### src/rtl/mano_datapath.sv
// Mano machine register-transfer datapath: executes one 21-bit control word per clock
// (bus select, register loads/increments, ALU and accumulator micro-ops, memory write, halt).
module mano_datapath #(
    parameter int WORD_W = 12,
    parameter int ADDR_W = 8
) (
    input  logic              clk,
    input  logic              reset,
    input  logic [20:0]       control_reg,
    input  logic [WORD_W-1:0] mem_rdata,
    output logic [ADDR_W-1:0] mem_addr,
    output logic [WORD_W-1:0] mem_wdata,
    output logic              mem_we,
    output logic [WORD_W-1:0] ir,
    output logic [WORD_W-1:0] ac,
    output logic [WORD_W-1:0] dr,
    output logic [ADDR_W-1:0] pc,
    output logic [ADDR_W-1:0] ar,
    output logic              e,
    output logic              ac_zero,
    output logic              halted,
    output logic              cw_err
);

    logic [ADDR_W-1:0] ar_q, ar_d, pc_q, pc_d;
    logic [WORD_W-1:0] dr_q, dr_d, ac_q, ac_d, ir_q, ir_d;
    logic              e_q, e_d, running_q, running_d, cw_err_q, cw_err_d;
    logic [WORD_W-1:0] bus_s, alu_s;
    logic [WORD_W:0]   sum_s;
    logic [2:0]        bus_sel_s;
    logic [1:0]        alu_op_s;
    logic              rot_r_s, rot_l_s;

    assign bus_sel_s = control_reg[2:0];
    assign alu_op_s  = control_reg[18:17];
    // A simultaneous cir/cil request cancels both rotates.
    assign rot_r_s   = control_reg[15] & ~control_reg[16];
    assign rot_l_s   = control_reg[16] & ~control_reg[15];
    assign sum_s     = {1'b0, ac_q} + {1'b0, dr_q};

    // Common bus source selection
    always_comb begin
        bus_s = {WORD_W{1'b0}};
        case (bus_sel_s)
            3'd1:    bus_s = {{(WORD_W-ADDR_W){1'b0}}, ar_q};
            3'd2:    bus_s = {{(WORD_W-ADDR_W){1'b0}}, pc_q};
            3'd3:    bus_s = dr_q;
            3'd4:    bus_s = ac_q;
            3'd5:    bus_s = ir_q;
            3'd7:    bus_s = mem_rdata;
            default: bus_s = {WORD_W{1'b0}};
        endcase
    end

    // ALU result feeding the accumulator load
    always_comb begin
        alu_s = dr_q;
        case (alu_op_s)
            2'b00:   alu_s = dr_q;
            2'b01:   alu_s = ac_q & dr_q;
            2'b10:   alu_s = sum_s[WORD_W-1:0];
            2'b11:   alu_s = bus_s;
            default: alu_s = dr_q;
        endcase
    end

    // Next-state for every register, honouring per-register priorities and halt
    always_comb begin
        ar_d      = ar_q;
        pc_d      = pc_q;
        dr_d      = dr_q;
        ir_d      = ir_q;
        ac_d      = ac_q;
        e_d       = e_q;
        cw_err_d  = cw_err_q;
        running_d = running_q;
        if (running_q) begin
            if (control_reg[20])      ar_d = {ADDR_W{1'b0}};
            else if (control_reg[3])  ar_d = bus_s[ADDR_W-1:0];
            else                      ar_d = ar_q;

            if (control_reg[4])       pc_d = bus_s[ADDR_W-1:0];
            else if (control_reg[5])  pc_d = pc_q + ADDR_W'(1);
            else                      pc_d = pc_q;

            if (control_reg[6])       dr_d = bus_s;
            else                      dr_d = dr_q;

            if (control_reg[8])       ir_d = bus_s;
            else                      ir_d = ir_q;

            if (control_reg[10])      ac_d = {WORD_W{1'b0}};
            else if (control_reg[7])  ac_d = alu_s;
            else if (control_reg[11]) ac_d = ac_q + WORD_W'(1);
            else if (rot_r_s)         ac_d = {e_q, ac_q[WORD_W-1:1]};
            else if (rot_l_s)         ac_d = {ac_q[WORD_W-2:0], e_q};
            else if (control_reg[14]) ac_d = ~ac_q;
            else                      ac_d = ac_q;

            if (control_reg[12])                          e_d = 1'b0;
            else if (control_reg[7] && alu_op_s == 2'b10) e_d = sum_s[WORD_W];
            else if (rot_r_s)                             e_d = ac_q[0];
            else if (rot_l_s)                             e_d = ac_q[WORD_W-1];
            else if (control_reg[13])                     e_d = ~e_q;
            else                                          e_d = e_q;

            cw_err_d  = cw_err_q | (control_reg[15] & control_reg[16])
                                 | (control_reg[9] & (bus_sel_s == 3'd7));
            running_d = ~control_reg[19];
        end else begin
            running_d = 1'b0;
        end
    end

    // State registers with asynchronous reset
    always_ff @(posedge clk or posedge reset) begin
        if (reset) begin
            ar_q      <= {ADDR_W{1'b0}};
            pc_q      <= {ADDR_W{1'b0}};
            dr_q      <= {WORD_W{1'b0}};
            ac_q      <= {WORD_W{1'b0}};
            ir_q      <= {WORD_W{1'b0}};
            e_q       <= 1'b0;
            cw_err_q  <= 1'b0;
            running_q <= 1'b1;
        end else begin
            ar_q      <= ar_d;
            pc_q      <= pc_d;
            dr_q      <= dr_d;
            ac_q      <= ac_d;
            ir_q      <= ir_d;
            e_q       <= e_d;
            cw_err_q  <= cw_err_d;
            running_q <= running_d;
        end
    end

    assign mem_addr  = ar_q;
    assign mem_wdata = bus_s;
    assign mem_we    = control_reg[9] & running_q & ~reset;
    assign ir        = ir_q;
    assign ac        = ac_q;
    assign dr        = dr_q;
    assign pc        = pc_q;
    assign ar        = ar_q;
    assign e         = e_q;
    assign ac_zero   = (ac_q == {WORD_W{1'b0}});
    assign halted    = ~running_q;
    assign cw_err    = cw_err_q;

endmodule

### config.mk
export PLATFORM = sky130hd
export DESIGN_NAME = mano_datapath
export DESIGN_NICKNAME = d
export VERILOG_FILES = /design/src/rtl/mano_datapath.sv
export SDC_FILE = /design/constraint.sdc
export NUM_CORES = 1
export LEC_CHECK = 0
export CORE_MARGIN = 2
export CORE_UTILIZATION = 51
export CTS_CLUSTER_DIAMETER = 120
export DETAILED_ROUTE_END_ITERATION = 16
export PLACE_DENSITY = 0.82
export SLEW_MARGIN = 5
export SYNTH_ARGS = -nofsm -noshare
export SYNTH_HDL_FRONTEND = slang
export SYNTH_SLANG_ARGS = --single-unit
export TNS_END_PERCENT = 1
### constraint.sdc
create_clock -name clk -period 3.05 [get_ports clk]
set_input_delay 0.305 -clock clk [delete_from_list [all_inputs] [get_ports clk]]
set_output_delay 0.305 -clock clk [all_outputs]
set_load 0.01 [all_outputs]
==> summary.md, run 1 <==
| Metric | Value |
|---|---|
| Final wirelength | 14,510 um |
| Yosys cell types | 65 |
| Max_cap viols | 0 |
| H-tree levels | 2 |
| CP peak stage delay | about 0.52 ns |
| First-pass GRT wire length | 23,540 um |
| R2R Path Start | ac[1]$_DFFE_PP0P_ |
| Post-DP HPWL | 10,780 um |
| Status | complete, no violations |
| CP Class | primary input to output pin |
| Via-per-instance ratio | 6.420 |
| Synth warn | 0 |
| Nets | 688 |
| Vias in the first global route | 4,640 |
| Resized cells post-CTS | 0 |
| CTS tree | done |
| CP Capture Type | output pin |
| Antenna violations before repair | 0 |
| CP max-delay cell | clkdlybuf4s50_1 |
| Min-Delay Startpoint | control_reg[19] |
| Switching Share | 33.61% |
| Largest net degree at the start of global routing | 56 |
| Wire per inst | about 20 um |
| Tcrit/Tclk final | about nine tenths |
| Setup TNS | 0 ns |
| Headroom to the max-slew limit | between 40% and 50% |
| RSZ-0062 raised after global routing | no |
| R2R cell count | 7 |
| Routed wl met2 | 6984 um |
| Final min period | 2.764 ns |
| Syn Nets | 585 |
| Critical Path Start Type | primary input |
| Sequential cell area fraction in the yosys report | a little under a third |
| Int Power | 1.272 mW |
| Postcts setup bufs | 0 |
| Clk network pwr share | 21.6% |
| Pin slew with the least headroom to its limit | approximately 0.8 ns |
| Hold slack | 0.4733 ns |
| Mapped Area | 4499 um^2 |
| Reg power frac | between 40% and 50% |
| Metal3 WL | 1137 um |
| R2r setup slk | 0.37 ns |
| Die W | between 90 and 100 um |
| Longest Clk Path Bufs | 2 |
| Post-synth ARST share | 100.0% |
| Final antenna-violating net count | 0 |
| Max-slew violation count | 0 |
| Number of synthesized register bits | 55 |
| All-Layer GR Usage | 29.94% |
| Starting DRT DRC Count | between 400 and 500 |
| CP Cell Sequence | clkdlybuf4s50_1, buf_12, mux2_2, a221oi_1, o22a_1, inv_1, clkdlybuf4s50_1 |
| Worst Hold End | running_q$_DFF_PP1_ |
| Most used cell, CP | clkdlybuf4s50_1 |
| Multi-input logic area | 2806 um^2 |
| Clock transition at path regs | 0.11 ns |
| Net Sw Power | 0.6441 mW |
| EDFF count, synth | 0 |
| Worst-path fanout max | 24 |
| Total grt overflow | 0 |
| Critical Path RT | 2.74 ns |
| Worst ir drop on vdd | 0.1779 mV |
| Post-CTS Hold Buffers | 0 |
| Critical Path Start | control_reg[2] |
| Count of TritonRoute iterations in the first routing pass | 6 |
| Met1 wire length | 5943 um |
| Min-delay worst type | primary input to flop |
| Core footprint | 8636 um^2 |
| Max frequency | 361.8 MHz |
| Mean Syn Cell Area | 8.473 um^2 |
| Share of cells above drive strength 1 | 10.08% |
| Fillers | 696 |
| Power Dens Cells | 328.2 nW/um^2 |
| Area Growth Syn to Fin | 29.78% |
| Reg2reg end | ac[11]$_DFFE_PP0P_ |
| I/O Buffers | approximately 110 |
| DIE AREA | about 9600 um^2 |
| Vias | ~4,800 |
| # IOs | 112 |
| Logic pwr share | 33.6% |
| Clock skew | between 0.01 and 0.015 ns |
| Residual DRC | 0 |
| RePlAce Congestion | between 0.9 and 1 |
| Critical Path AT | 2.46 ns |
| CTS Buf Count | 5 |
| Synth Instances | ~530 |
| Top Layer Used | met4 |
| Final hold violation count | 0 |
| Clock sink count | 55 |
| Clk root buf | clkbuf_8 |
| Setup-failing EPs final | 0 |
| Leak Pwr | around 2.5 nW |
| Ant. Diodes | 0 |
| Site row count | 34 |
| Initial core utilization | a little over half |
| Clk Latency, worst-skew pair | approximately 0.32 ns |
| Register area | 1378 um^2 |
| Hold path depth | 2 |
| Die span in y | 97.93 um |
| Commonest register cell after synthesis | dfrtp_1 |
## area by class of cell
type | instances | area share, %
inverter | 25 | 1.607
tap | 108 | 2.314
timing repair buffer | 140 | 22.97
clock inverter | 2 | 0.2143
multi-input combinational | 407 | 48.06
clock buffer | 6 | 1.243
sequential | 55 | 23.59
## power by group through the flow
| stage | Combinational [mW] | Sequential [mW] | Clock (mW) |
|---|---|---|---|
| after floorplan | 0.335 | 0.863 | 0 |
| after global routing | 0.696 | 0.865 | 0.440 |
| after global placement | 0.620 | 0.867 | 0 |
| final | 0.644 | 0.859 | 0.413 |
| after CTS | 0.640 | 0.855 | 0.413 |
| after detailed placement | 0.635 | 0.868 | 0 |
## logic make-up (layout without fill, tap and decap cells)
| family | count (synthesis) | in the layout | synth area share (%) |
|---|---|---|---|
| DFF | 55 | 55 | 30.62 |
| xor gates and xnor gates | 10 | 10 | 1.947 |
| buffers and inverters | 69 | 173 | 7.008 |
| and+or+nand+nor | 165 | 165 | 18.08 |
| adders and majority gates | 19 | 19 | 5.451 |
| muxes | 38 | 38 | 11.04 |
| AOI/OAI and AO/OA | 175 | 175 | 25.86 |
## synth_stat cells, types with 9 or more instances
| cell | number | share of area (%) |
|---|---|---|
| o21ai_0 | 51 | 5.7 |
| a21oi_1 | 29 | 3.2 |
| dfrtp_1 | 54 | 30 |
| nor2b_1 | 9 | 1.3 |
| nor2_1 | 35 | 2.9 |
| ha_1 | 18 | 5.0 |
| nand3_1 | 12 | 1.3 |
| nand2_1 | 59 | 4.9 |
| mux2i_1 | 20 | 4.4 |
| clkbuf_1 | 29 | 2.4 |
| inv_1 | 22 | 1.8 |
| and3_1 | 10 | 1.4 |
## flip-flops by register name, summed over array words and instances (netlist names)
signal and cells:
running_q 1, e 1, ar 8, ir 12
cw_err 1, ac 12, dr 12, pc 8
## worst max-delay path by stage
stage | end | slack [ns] | cells after the start
floorplan | ac[4]$_DFFE_PP0P_ | 0.75 | 7
global placement | mem_wdata[6] | 0.38 | 7
detailed placement | ac[0]$_DFFE_PP0P_ | 0.30 | 6
CTS | mem_wdata[6] | 0.31 | 7
global route | mem_wdata[6] | 0.19 | 7
finish | mem_wdata[6] | 0.29 | 7
## layout by cell type (no fill, tap or decap), drive strengths merged, types with 8 or more instances in the layout
cell           synthesis  final
clkdlybuf4s50          0    111
nand2                 59     59
o21ai                 58     58
dfrtp                 54     54
nor2                  37     37
a21oi                 29     29
buf                   15     29
inv                   25     25
mux2i                 20     20
ha                    18     18
nand3                 12     12
and3                  10     10
nor2b                 10     10
a221oi                10     10
mux2                  10     10
o31ai                  8      8
a211oi                 8      8
mux4                   8      8
## worst max-delay path: cells and delay by family
family                 cells  cell delay [ns]
AOI/OAI and AO/OA          2             0.55
buffers and inverters      4             1.25
muxes                      1             0.36
## stage by stage
| stage | cell area (um^2) | utilization, % | setup WS (ns) | cells | total power [mW] |
|---|---|---|---|---|---|
| 3_5_place_dp | 5754 | 66.63 | 0.3004 | 735 | 1.503 |
| 2_1_floorplan | 4499 | - | 0.7527 | 531 | 1.198 |
| 4_1_cts | 5839 | 67.62 | 0.3143 | 743 | 1.908 |
| 6_report | 5839 | 67.62 | 0.2863 | 743 | 1.916 |
| 3_3_place_gp | 5754 | 66.63 | 0.3833 | 735 | 1.487 |
| 5_1_grt | 5839 | 67.62 | 0.1889 | 743 | 2.001 |
## metal layers
metal	vias up	track usage [%]
met3	50	3.794
met5	-	0
li1	2167	-
met1	2249	40.68
met4	0	11.65
met2	304	48.95
Power figures use the tool's default switching activity.
==> run 2: changes to the inputs <==
CORE_UTILIZATION = 54   (was 51)
CTS_BUF_LIST = sky130_fd_sc_hd__clkbuf_8 sky130_fd_sc_hd__clkbuf_16   (was default)
PLACE_DENSITY = 0.87   (was 0.82)
clock period = 3.2 ns   (was 3.05 ns; I/O delays follow)
==> summary.md, run 2 (synthesized netlist as in run 1, its figures left out) <==
| Metric | Value |
|---|---|
| Status | complete, no violations |
| R2R Path Start | ac[1]$_DFFE_PP0P_ |
| Max-slew violation count | 0 |
| CP Cell Sequence | clkdlybuf4s50_1, buf_4, nor2b_1, a221oi_1, nor2_1, clkdlybuf4s50_1 |
| Count of TritonRoute iterations in the first routing pass | 5 |
| Final min period | 2.876 ns |
| R2R cell count | 7 |
| DIE AREA | 9078 um^2 |
| Max frequency | 347.8 MHz |
| Residual DRC | 0 |
| CP Class | primary input to output pin |
| Final antenna-violating net count | 0 |
| I/O Buffers | 111 |
| Clock transition at path regs | approximately 0.1 ns |
| Antenna violations before repair | 0 |
| Min-Delay Startpoint | cw_err$_DFFE_PP0P_ |
| Final wirelength | 14,240 um |
| CTS Buf Count | 5 |
| Postcts setup bufs | 0 |
| Die W | 95.28 um |
| Min-delay worst type | flop to flop |
| Share of cells above drive strength 1 | 9.236% |
| Site row count | 33 |
| Worst Hold End | cw_err$_DFFE_PP0P_ |
| Via-per-instance ratio | around 6.4 |
| Tcrit/Tclk final | between 80% and 90% |
| Hold path depth | 1 |
| Initial core utilization | 55.31% |
| Critical Path RT | 2.88 ns |
| Setup-failing EPs final | 0 |
| Ant. Diodes | 0 |
| Resized cells post-CTS | 0 |
| Clock skew | 0.004672 ns |
| RSZ-0062 raised after global routing | no |
| H-tree levels | 2 |
| First-pass GRT wire length | about 23,000 um |
| Final hold violation count | 0 |
| CP max-delay cell | clkdlybuf4s50_1 |
| Clk root buf | clkbuf_8 |
| Nets | 681 |
| Post-CTS Hold Buffers | 0 |
| Worst ir drop on vdd | 0.2443 mV |
| Leak Pwr | 2.497 nW |
| Clock sink count | 55 |
| Total grt overflow | 0 |
| Worst-path fanout max | 11 |
| CP Capture Type | output pin |
| Critical Path Start Type | primary input |
| Critical Path AT | 2.56 ns |
| Most frequent cells in the layout | clkdlybuf4s50_1, nand2_1, dfrtp_1 |
| CTS tree | done |
| Power Dens Cells | 330.7 nW/um^2 |
| Largest net degree at the start of global routing | 56 |
| Hold slack | around 0.5 ns |
| Post-DP HPWL | roughly 11,000 um |
| Total design power | 1.919 mW |
| Starting DRT DRC Count | 368 |
| Wire per inst | about 20 um |
| CP peak stage delay | 0.78 ns |
| Longest Clk Path Bufs | 2 |
| Vias in the first global route | 4,541 |
| R2r setup slk | 0.65 ns |
| Vias | 4,679 |
| Setup TNS | 0 ns |
| Reg2reg end | ac[11]$_DFFE_PP0P_ |
| Core footprint | ~8100 um^2 |
| Area Growth Syn to Fin | 28.98% |
| All-Layer GR Usage | 32.35% |
| Pin slew with the least headroom to its limit | 0.7563 ns |
| Clk Latency, worst-skew pair | 0.31 ns |
| Most used cell, CP | clkdlybuf4s50_1 |
| RePlAce Congestion | 0.9141 |
| # IOs | about 110 |
| Max_cap viols | 0 |
| Headroom to the max-slew limit | between 40 and 50% |
| Commonest non-fill, non-tap cell in the layout | clkdlybuf4s50_1 |
| Die span in y | around 95 um |
## run 2: how the worst max path moves through the flow
stage                      startpoint                end  slack [ns]  depth (start not counted)
global route           control_reg[1]       mem_wdata[2]        0.21                          5
detailed placement     control_reg[1]  ac[0]$_DFFE_PP0P_        0.35                          6
floorplan           ac[0]$_DFFE_PP0P_  ac[4]$_DFFE_PP0P_        0.90                          7
finish                 control_reg[1]       mem_wdata[7]        0.32                          6
CTS                    control_reg[1]       mem_wdata[7]        0.37                          5
global placement       control_reg[2]       mem_wdata[6]        0.42                          7
## run 2: area by class of cell
cell class,count,area [um^2]
clock buffers,6,82.58
clock inverters,2,35.03
fillers,644,2331
inverters,25,93.84
multi-input cells,407,2806
flip-flops and latches,55,1378
well taps,105,131.4
repair buffers,133,1276
## run 2: per-layer routing
metal  wire [um]  global-route usage [%]  vias to the layer above
li1            -                       -                     2149
met1        5856                   41.89                     2221
met2        6897                   54.52                      276
met3        1163                   5.217                       33
met4         321                   11.96                        0
met5           0                       0                        -
## run 2: per-stage QoR
stage / instances / util (%) / instance area [um^2] / setup WS, ns
finish: 733 / 71.34 / 5803 / 0.3245
global route: 733 / 71.34 / 5803 / 0.2108
CTS: 733 / 71.34 / 5803 / 0.3654
detailed placement: 725 / 69.90 / 5685 / 0.3540
global placement: 725 / 69.90 / 5685 / 0.4227
floorplan: 531 / - / 4499 / 0.9027
## run 2: worst max-delay path, delay by kind of cell
kind / cells / cell delay, ns
AO/OA/AOI/OAI: 1 / 0.45
AND/OR/NAND/NOR: 2 / 0.23
buffers and inverters: 3 / 1.56
## run 2: where the power goes
group	leakage, nW	total, mW	internal, mW	switching [mW]
clock	0.0612	0.494	0.254	0.240
sequential	0.739	0.825	0.740	0.0847
combinational	1.70	0.601	0.311	0.290
total	2.50	1.92	1.30	0.615
==> patch 1, RTL diff (settings of run 2) <==
Make the reset (`reset`) synchronous in one clocked block. Comments in the files are not updated.
--- a/src/rtl/mano_datapath.sv
+++ b/src/rtl/mano_datapath.sv
@@ -115,3 +115,3 @@
     // State registers with asynchronous reset
-    always_ff @(posedge clk or posedge reset) begin
+    always_ff @(posedge clk) begin
         if (reset) begin
Check against the original RTL: differs if reset is asserted again (counterexample within 4 cycles, from zero or initial values and one cycle with reset high); with reset held inactive, the same outputs for 4 cycles.
==> patch 1 against run 2 <==
Total power decreased by 5.3%. Setup slack got worse by 0.056 ns. Clock skew decreased by 0.0011 ns. Fmax decreased by 1.9%. Hold slack got worse by 0.11 ns. Wire length increased by 16%. Via count increased by 11%. Register-to-register slack improved by 0.06 ns. Sequential cell count unchanged. Final area increased by 2.3%. Non-clock buffer count increased by 9. Critical path depth unchanged. Clock power decreased by 14%. Synthesized area increased by 2.4%.
==> patch 1: results (changes against run 2) <==
status=complete, no violations (unchanged); Syn Nets=659 (was 585); Design Power=1.82 mW (was 1.92 mW); RePlAce Congestion=0.936 (was 0.914); post-synthesis xor/xnor area fraction=0.0152 (was 0.0195); wl on met1=6630 um (was 5860 um); GRT met1 Usage=0.451 (was 0.419); Cell variety after synth=70 (was 65); vias in the first global route=4810 (was 4541); first-pass GRT wire length=25100 um (was 22900 um); met2 Use GR=0.594 (was 0.545); CTS Buf Count=5 (unchanged); YS warnings=0 (unchanged); Via density=6.45 (was 6.38); Inst Count DP=796 (was 725); metal3 WL=1350 um (was 1160 um); HP Class=in2reg (was reg2reg); DR pass1 iterations=5 (unchanged); Slew @ Worst Pin=0.800 ns (was 0.756 ns); Max Used Layer=met4 (unchanged); syn avg cell area=7.61 um^2 (was 8.47 um^2); Synth area leaders=dfxtp_1 (24%), ha_1 (4.9%), nor2_1 (4.7%), nand2_1 (4.2%), a211oi_1 (3.7%) (was dfrtp_1 (30%), o21ai_0 (5.7%), ha_1 (5.0%), nand2_1 (4.9%), mux2i_1 (4.4%)); FILL cells=681 (was 644); Routed wire per std cell=20.5 um (was 19.4 um); mux cell area share after synthesis=0.0679 (was 0.110); dpl ws=0.254 ns (was 0.354 ns); share of post-route cells with drive strength above 1=0.0887 (was 0.0924); Post-synth ARST share=0 (was 1.00); metal2 WL=7850 um (was 6900 um); Comb pwr share=0.335 (was 0.313); Internal Power=1.19 mW (was 1.30 mW); Fin Clk Skew=0.00354 ns (was 0.00467 ns); CP peak stage delay=0.65 ns (was 0.78 ns); Detail Placement HPWL=12400 um (was 10700 um); peak supply drop=0.000222 V (was 0.000244 V); DRT iter0 DRCs=462 (was 368); Leakage Power=2.30 nW (was 2.50 nW); adder-cell share of the synthesized area=0.0532 (was 0.0545); Post-synth top cells=nor2_1 (58), dfxtp_1 (55), nand2_1 (51) (was nand2_1 (59), dfrtp_1 (54), o21ai_0 (51)); Compound-Gate Fraction of Synth Area=0.291 (was 0.259); Nets=752 (was 681); Seq/Total Area, Yosys=0.239 (was 0.306); Clk power=427 uW (was 494 uW); GRT Total Usage=0.355 (was 0.323); largest net degree at the start of global routing=46 (was 56); GR met3 Demand/Resource=0.0564 (was 0.0522); final wirelength=16500 um (was 14200 um); crit path max fanout=15 (was 11); crit path DAT=2.61 ns (was 2.56 ns)
## patch 1: final timing paths
kind / start / endpoint / slack (ns) / cells after the start
hold / removal: reset / e$_SDFFE_PP0P_ / 0.38 / 4
setup reg to reg: ac[0]$_SDFFE_PP0P_ / ac[5]$_SDFFE_PP0P_ / 0.71 / 6
setup / recovery: control_reg[2] / mem_wdata[10] / 0.27 / 6
hold reg to reg: ir[6]$_SDFFE_PP0P_ / ir[6]$_SDFFE_PP0P_ / 0.49 / 2
## patch 1: stage by stage
step | hold WS, ns | cell area (um^2)
floorplan | 0.420 | 4610
global placement | 0.457 | 5840
detailed placement | 0.469 | 5840
global route | 0.411 | 5930
CTS | 0.384 | 5930
finish | 0.377 | 5930
## patch 1: cell type report
class,instances,area share
multi-input cells,465,0.530
flip-flops and latches,55,0.186
well taps,105,0.0221
inverters,29,0.0183
clock inverters,2,0.00274
repair buffers,142,0.228
clock buffers,6,0.0139
==> patch 2, RTL diff (settings of run 2) <==
Without the edit above. The parameter `ADDR_W` goes from 8 to 7.
--- a/src/rtl/mano_datapath.sv
+++ b/src/rtl/mano_datapath.sv
@@ -4,3 +4,3 @@
     parameter int WORD_W = 12,
-    parameter int ADDR_W = 8
+    parameter int ADDR_W = 7
 ) (
Interface: changed (resized ar, mem_addr and pc); port bits go from 112 to 109. No check against the original RTL was run, so the function may have changed too.
==> patch 2 against run 2 <==
Setup slack improved by 0.044 ns. Core utilization rose by 0.69 points. Synthesized area fell by 2.8%. Wire length rose by 1.1%. Sequential cell count fell by 2. Cell count fell by 0.82%. Critical path depth did not move. Total power fell by 6.9%. Die area fell by 2.6%. Final area fell by 3.1%. First-iteration DRC count fell by 0.82%. Count of clock-buffer cells in the layout did not move. Register-to-register slack got worse by 0.16 ns. Largest power group unchanged. Highest routed layer unchanged.
==> patch 2: results (changes against run 2) <==
peak supply drop=0.000322 V (was 0.000244 V); R2R depth=8 (was 7); Placed Area=0.00552 mm^2 (was 0.00569 mm^2); Fin Clk Skew=0.0155 ns (was 0.00467 ns); Detail Placement HPWL=11000 um (was 10700 um); Mapped Cells=534 (was 531); vias in the first global route=4291 (was 4541); Seq/Total Area, Yosys=0.303 (was 0.306); share of post-route cells with drive strength above 1=0.0720 (was 0.0924); Cell variety after synth=57 (was 65); HP Class=in2reg (was reg2reg); routed via count=4616 (was 4679); Nets=678 (was 681); Hold Crit Start=control_reg[19] (was cw_err$_DFFE_PP0P_); Critical Path Start=control_reg[2] (was control_reg[1]); dpl ws=0.400 ns (was 0.354 ns); Synth area leaders=dfrtp_1 (30%), mux2i_1 (7.1%), o21ai_0 (7.1%), nand2_1 (6.3%), ha_1 (5.1%) (was dfrtp_1 (30%), o21ai_0 (5.7%), ha_1 (5.0%), nand2_1 (4.9%), mux2i_1 (4.4%)); largest net degree at the start of global routing=54 (was 56); crit path max fanout=26 (was 11); DRT iter0 DRCs=365 (was 368); setup slack, reg-to-reg=0.49 ns (was 0.65 ns); CP Capture Point=mem_wdata[4] (was mem_wdata[7]); Inst Count DP=719 (was 725); Worst-Skew Late Latency=0.32 ns; Post-synth top cells=nand2_1 (74), o21ai_0 (62), dfrtp_1 (52) (was nand2_1 (59), dfrtp_1 (54), o21ai_0 (51)); FF-to-FF End=ac[10]$_DFFE_PP0P_ (was ac[11]$_DFFE_PP0P_); status=complete, no violations (unchanged); Endpoint, Worst Hold=running_q$_DFF_PP1_ (was cw_err$_DFFE_PP0P_); first-pass GRT wire length=22900 um (about the same); num rows=32 (was 33); Slew @ Worst Pin=0.841 ns (was 0.756 ns); worst hold slack=0.489 ns (was 0.492 ns); Syn Nets=588 (was 585); hold depth=2 (was 1)
==> patch 2: power breakdown <==
| group | total [mW] | internal, mW | switching (mW) |
|---|---|---|---|
| sequential | 0.797 | 0.710 | 0.0870 |
| combinational | 0.570 | 0.290 | 0.280 |
| clock | 0.418 | 0.180 | 0.238 |
==> patch 2: metal layers <==
layer / global-route usage / part of all wire / vias up
met5: 0 / 0 / -
met4: 0.0978 / 0.025 / 0
met3: 0.0602 / 0.094 / 33
met2: 0.536 / 0.47 / 261
met1: 0.473 / 0.41 / 2191
li1: - / - / 2131
==> patch 2: layout make-up <==
| type | count | area, um^2 |
|---|---|---|
| multi-input cells | 415 | 2770 |
| fillers | 611 | 2180 |
| inverters | 26 | 97.6 |
| clock buffers | 6 | 82.6 |
| flip-flops and latches | 53 | 1330 |
| repair buffers | 123 | 1210 |
| clock inverters | 2 | 17.5 |
| well taps | 102 | 128 |
==> patch 2: worst max-delay path, stage by stage <==
cell	delay [ns]
clkdlybuf4s50_1	0.51
buf_12	0.20
nor2b_1	0.43
a22oi_1	0.18
o21ai_2	0.27
clkdlybuf4s50_1	0.59
==> patch 2: cells by family (layout without fill, tap and decap cells) <==
logic type / Yosys count / count (layout) / synth area share
DFF: 53 / 53 / 0.303
muxes: 46 / 46 / 0.128
xor gates and xnor gates: 9 / 9 / 0.0180
and+or+nand+nor: 165 / 165 / 0.177
AOI/OAI and AO/OA: 176 / 176 / 0.253
adders and majority gates: 19 / 19 / 0.0560
buffers and inverters: 66 / 157 / 0.0646
